## src/rtl/rx_frame_filter.sv

```systemverilog
// rtl/rx_frame_filter.sv - receive header parser: address filter, header capture, gated FIFO write stream
module rx_frame_filter #(
    parameter logic [7:0]  MAC_ADDR   = 8'h61,
    parameter logic [7:0]  BCAST_ADDR = 8'h2A,
    parameter int unsigned MAX_LEN    = 255
) (
    input  logic       clk,
    input  logic       reset,
    input  logic [7:0] rx_data,
    input  logic       rx_valid,
    input  logic       cardet_in,
    input  logic       rx_error,
    output logic       write,
    output logic [7:0] wdata,
    output logic       cardet_out,
    output logic [7:0] pkt_type,
    output logic [7:0] src_addr,
    output logic [7:0] byte_count,
    output logic       drop_pulse,
    output logic       abort_pulse
);

    localparam logic [7:0] MAX_LEN_B = 8'(MAX_LEN);

    typedef enum logic [2:0] {
        IDLE    = 3'd0,
        DEST    = 3'd1,
        SRC     = 3'd2,
        TYPE    = 3'd3,
        PAYLOAD = 3'd4,
        FLUSH   = 3'd5,
        DROP    = 3'd6
    } state_t;

    state_t     state_q, state_d;
    logic       write_q, write_d;
    logic [7:0] wdata_q, wdata_d;
    logic       cardet_q, cardet_d;
    logic [7:0] pkt_type_q, pkt_type_d;
    logic [7:0] src_addr_q, src_addr_d;
    logic [7:0] count_q, count_d;
    logic       drop_q, drop_d;
    logic       abort_q, abort_d;

    logic addr_match;
    assign addr_match = (rx_data == MAC_ADDR) || (rx_data == BCAST_ADDR);

    always_ff @(posedge clk) begin
        if (reset) begin
            state_q    <= IDLE;
            write_q    <= 1'b0;
            wdata_q    <= 8'd0;
            cardet_q   <= 1'b0;
            pkt_type_q <= 8'd0;
            src_addr_q <= 8'd0;
            count_q    <= 8'd0;
            drop_q     <= 1'b0;
            abort_q    <= 1'b0;
        end else begin
            state_q    <= state_d;
            write_q    <= write_d;
            wdata_q    <= wdata_d;
            cardet_q   <= cardet_d;
            pkt_type_q <= pkt_type_d;
            src_addr_q <= src_addr_d;
            count_q    <= count_d;
            drop_q     <= drop_d;
            abort_q    <= abort_d;
        end
    end

    always_comb begin
        state_d    = state_q;
        write_d    = 1'b0;
        wdata_d    = wdata_q;
        cardet_d   = cardet_q;
        pkt_type_d = pkt_type_q;
        src_addr_d = src_addr_q;
        count_d    = count_q;
        drop_d     = 1'b0;
        abort_d    = 1'b0;

        case (state_q)
            IDLE: begin
                cardet_d = 1'b0;
                if (cardet_in) begin
                    state_d = DEST;
                    count_d = 8'd0;
                end
            end

            DEST: begin
                if (rx_error) begin
                    state_d = DROP;
                end else if (rx_valid) begin
                    if (addr_match) begin
                        write_d  = 1'b1;
                        wdata_d  = rx_data;
                        cardet_d = 1'b1;
                        count_d  = 8'd1;
                        state_d  = SRC;
                    end else begin
                        drop_d  = 1'b1;
                        state_d = DROP;
                    end
                end else if (!cardet_in) begin
                    state_d = IDLE;
                end
            end

            // A byte arriving with the carrier fall is taken first; the runt is seen next cycle.
            SRC, TYPE: begin
                if (rx_error) begin
                    abort_d  = 1'b1;
                    cardet_d = 1'b0;
                    state_d  = DROP;
                end else if (rx_valid) begin
                    write_d = 1'b1;
                    wdata_d = rx_data;
                    count_d = count_q + 8'd1;
                    if (state_q == SRC) begin
                        src_addr_d = rx_data;
                        state_d    = TYPE;
                    end else begin
                        pkt_type_d = rx_data;
                        state_d    = PAYLOAD;
                    end
                end else if (!cardet_in) begin
                    abort_d  = 1'b1;
                    cardet_d = 1'b0;
                    state_d  = IDLE;
                end
            end

            PAYLOAD: begin
                if (rx_error) begin
                    abort_d  = 1'b1;
                    cardet_d = 1'b0;
                    state_d  = DROP;
                end else if (rx_valid && (count_q >= MAX_LEN_B)) begin
                    abort_d  = 1'b1;
                    cardet_d = 1'b0;
                    state_d  = DROP;
                end else begin
                    if (rx_valid) begin
                        write_d = 1'b1;
                        wdata_d = rx_data;
                        count_d = count_q + 8'd1;
                    end
                    // Going straight to FLUSH keeps the carrier fall exactly one cycle behind a coincident last write.
                    if (!cardet_in) begin
                        state_d = FLUSH;
                    end
                end
            end

            FLUSH: begin
                cardet_d = 1'b0;
                state_d  = IDLE;
            end

            DROP: begin
                cardet_d = 1'b0;
                if (!cardet_in) begin
                    state_d = IDLE;
                end
            end

            default: begin
                cardet_d = 1'b0;
                state_d  = IDLE;
            end
        endcase
    end

    assign write       = write_q;
    assign wdata       = wdata_q;
    assign cardet_out  = cardet_q;
    assign pkt_type    = pkt_type_q;
    assign src_addr    = src_addr_q;
    assign byte_count  = count_q;
    assign drop_pulse  = drop_q;
    assign abort_pulse = abort_q;

endmodule

```

## config.mk

```make
export PLATFORM = sky130hd
export DESIGN_NAME = rx_frame_filter
export DESIGN_NICKNAME = d
export VERILOG_FILES = /design/src/rtl/rx_frame_filter.sv
export SDC_FILE = /design/constraint.sdc
export NUM_CORES = 1
export LEC_CHECK = 0
export ABC_AREA = 0
export CAP_MARGIN = 10
export CORE_MARGIN = 10
export CORE_UTILIZATION = 50
export CTS_BUF_LIST = sky130_fd_sc_hd__clkbuf_8
export DETAILED_ROUTE_END_ITERATION = 16
export PLACE_DENSITY = 0.83
export SLEW_MARGIN = 20
export SYNTH_ARGS = -nofsm -noshare
export SYNTH_HDL_FRONTEND = slang
export SYNTH_SLANG_ARGS = --single-unit
```

## constraint.sdc

```tcl
create_clock -name clk -period 5.47 [get_ports clk]
set_clock_uncertainty 0.05 [all_clocks]
set_input_delay 1.094 -clock clk [delete_from_list [all_inputs] [get_ports clk]]
set_output_delay 1.094 -clock clk [all_outputs]
set_load 0.05 [all_outputs]
```

==> impl_metrics.csv <==
group,metric,value,unit
die,ios,49,
die,core,3390,sq um
clock_tree,cts_buffers,5,
status,status,"completed",
detailed_routing,drc,0,
detailed_routing,vias,1581,
synth,ys.flop_type,"dfxtp_1",
detailed_routing,wl_per_cell,16.4,microns
timing,hold_viol_final,0,
timing,setup_viol,0,
synth,netlist_instances,190,
timing,maxSlewViolCount,0,
worst_setup_path,critPathSlowestCell,"clkdlybuf4s50_1",
synth,synthDistinctLibCells,44,
placement,io_buffers,48,
worst_setup_path,path_delay_family,"compound AO/OA/AOI/OAI gates",
synth,syn_avg_cell_area,9.36,sq um
final_layout,finalInstanceArea,2370,sq um
die,placement_rows,21,
worst_setup_path,end_kind,"flip-flop",
die,dieArea,6340,sq um
detailed_routing,detail-route-antenna-nets,0,
worst_setup_path,path_cells,"clkdlybuf4s50_1 > nor4b_1 > o211ai_1 > a31oi_4 > mux2i_1 > nor2_1",
synth,yosysMostFrequentCell,"dfxtp_1",
placement,dp_hpwl,3250,microns
timing,rsz0062_at_grt,"false",
synth,yosysTopAreaCell,"dfxtp_1",
timing,fin_crit_sh,0.532,
clock_tree,ctsResizeCount,0,
clock_tree,ctsHtreeMaxLevel,2,
worst_setup_path,arrival,3.03,ns
grt,grt.overflow.total,0,
synth,synthesis.area,1780,sq um
worst_setup_path,crit_path_max_fanout,8,
final_layout,drive_gt1_frac,0.0593,
grt,grt_use_total,0.151,
worst_setup_path,start_kind,"input port",
timing,min_period,2.91,ns
timing,max_freq,344,MHz
power,powerDensity,367,nW/um^2
synth,ys_ff_latch,39,
placement,place_area,2280,sq um
placement,gp_congestion,0.788,
detailed_routing,drt-pass1-iter-count,4,
clock_tree,postCtsSetupBuffers,0,
worst_setup_path,worst-path-buf-inv,1,
clock_tree,ctsHoldBuffers,0,
power,p_leak,0.862,nW
synth,synth.area.top_cells,"dfxtp_1, mux2i_1, nor2_1",
worst_setup_path,crit_required,5.59,ns
clock_tree,root_buffer,"clkbuf_8",
die,die_w,79.6,microns
die,initial_core_util,0.525,
worst_setup_path,cp_slowest_stage_delay,0.47,ns
flow_run,cap_violations,0,
timing,max_slew_margin,0.631,
clock_tree,cts_sinks,39,
die,die_h,79.6,microns
synth,synth_common_cells,"dfxtp_1, nor2_1, mux2i_1, a21oi_1, nor3_1",
timing,tightest_slew,0.552,ns
clock_tree,cts.path.max_buffers,2,
clock_tree,cts_tree,"done",
synth,synth-edff-count,0,
grt,grt_pass1_wl,7630,microns
synth,synth_warnings,0,
worst_setup_path,critPathKind,"in -> reg",
final_layout,diodes,0,
clock_tree,clk_latency,0.29,ns
synth,syn-num-nets,204,
final_layout,area_delta_synth_final,33.2,%
detailed_routing,drt-total-wl,4620,microns
timing,tns,0,ns
grt,antenna_found_initial,0,
synth,async_reset_ff_frac,0,
min_path,min_path_type,"reg -> reg",
detailed_routing,drt-initial-drc-count,134,
grt,grt_pass1_vias,1596,
final_layout,nets,250,
detailed_routing,vias_per_cell,5.61,
grt,grt_max_degree,40,
synth,synth.top_cell.area_share,0.439,
clock_tree,clk_pin_slew,0.07,ns
power,ir_drop,216,uV
synth,ys_seq_area_frac,0.439,
## state kept, by name (all words and copies together), names as in the netlist
register and cells:
abort_pulse 1, byte_count 8, cardet_out 1, drop_pulse 1, pkt_type 8, src_addr 8
state_q 3, wdata 8, write 1
## report_power, final
| part | total [W] | internal (W) | switching [W] |
|---|---|---|---|
| clock | 0.000197 | 0.0000989 | 0.0000984 |
| combinational | 0.000319 | 0.000126 | 0.000193 |
| sequential | 0.000352 | 0.000311 | 0.0000416 |
| total | 0.000869 | 0.000535 | 0.000333 |
## worst register-to-register path, stage by stage, from the launching register on
cell and delay, ns:
dfxtp_1 0.59, nor3b_4 0.38, a21bo_4 0.31, a31oi_4 0.35, mux2i_1 0.27, nor2_1 0.06
## through the flow
stage	util	hold slack, ns	cells	power, W	setup slack, ns
3_5_place_dp	0.673	0.435	275	0.000675	2.28
2_1_floorplan	-	0.530	190	0.000595	3.03
6_report	0.699	0.443	282	0.000869	2.56
4_1_cts	0.699	0.453	282	0.000874	2.56
5_1_grt	0.699	0.485	282	0.000916	2.40
3_3_place_gp	0.673	0.422	275	0.000672	2.34
## per-layer routing
metal  global-route usage  vias up  share of wire
met5                    0        -              0
met4               0.0573        0          0.012
met2                0.244       50           0.47
met1                0.155      736           0.40
li1                     -      789              -
met3               0.0957        6           0.12
## final timing paths
path / start / end / slack (ns) / cells after the start
max: rx_data[2] / wdata[4]$_SDFFE_PP0P_ / 2.56 / 6
min: pkt_type[0]$_SDFFE_PP0P_ / pkt_type[0]$_SDFFE_PP0P_ / 0.44 / 2
max reg2reg: state_q[2]$_SDFFE_PP0P_ / wdata[4]$_SDFFE_PP0P_ / 3.35 / 5
min reg2reg: pkt_type[0]$_SDFFE_PP0P_ / pkt_type[0]$_SDFFE_PP0P_ / 0.44 / 2
## cells by family (layout without fill, tap and decap cells)
kind of cell	after synthesis	in the layout	share of synthesized area
and+or+nand+nor	75	75	0.226
AOI/OAI and AO/OA	39	39	0.161
DFF	39	39	0.439
muxes	25	25	0.141
buffers and inverters	11	57	0.0260
adders and majority gates	1	1	0.00704
## cells in the final DEF, fill, tap and decap left out, types with 2 or more instances in the layout
master and count:
a21oi_1 12, clkbuf_8 6, a31oi_1 3, clkdlybuf4s50_1 48, o211ai_1 2, nor2_1 30
nand3_1 3, and3_1 5, o21ai_0 4, and2_1 2, nor2b_1 4, o21ai_1 3
dfxtp_1 39, mux2i_1 25, nand2_1 5, a311oi_1 3, and2b_1 2, nand2b_1 2
nor3_1 12
## area by class of cell
class / count / area, sq um
clock inverters: 1 / 5.00
repair buffers: 49 / 488
inverters: 1 / 3.75
clock buffers: 6 / 82.6
well taps: 46 / 57.6
multi-input cells: 140 / 951
fillers: 262 / 1020
flip-flops and latches: 39 / 781
Note: power is estimated with default switching activity, not from simulation.
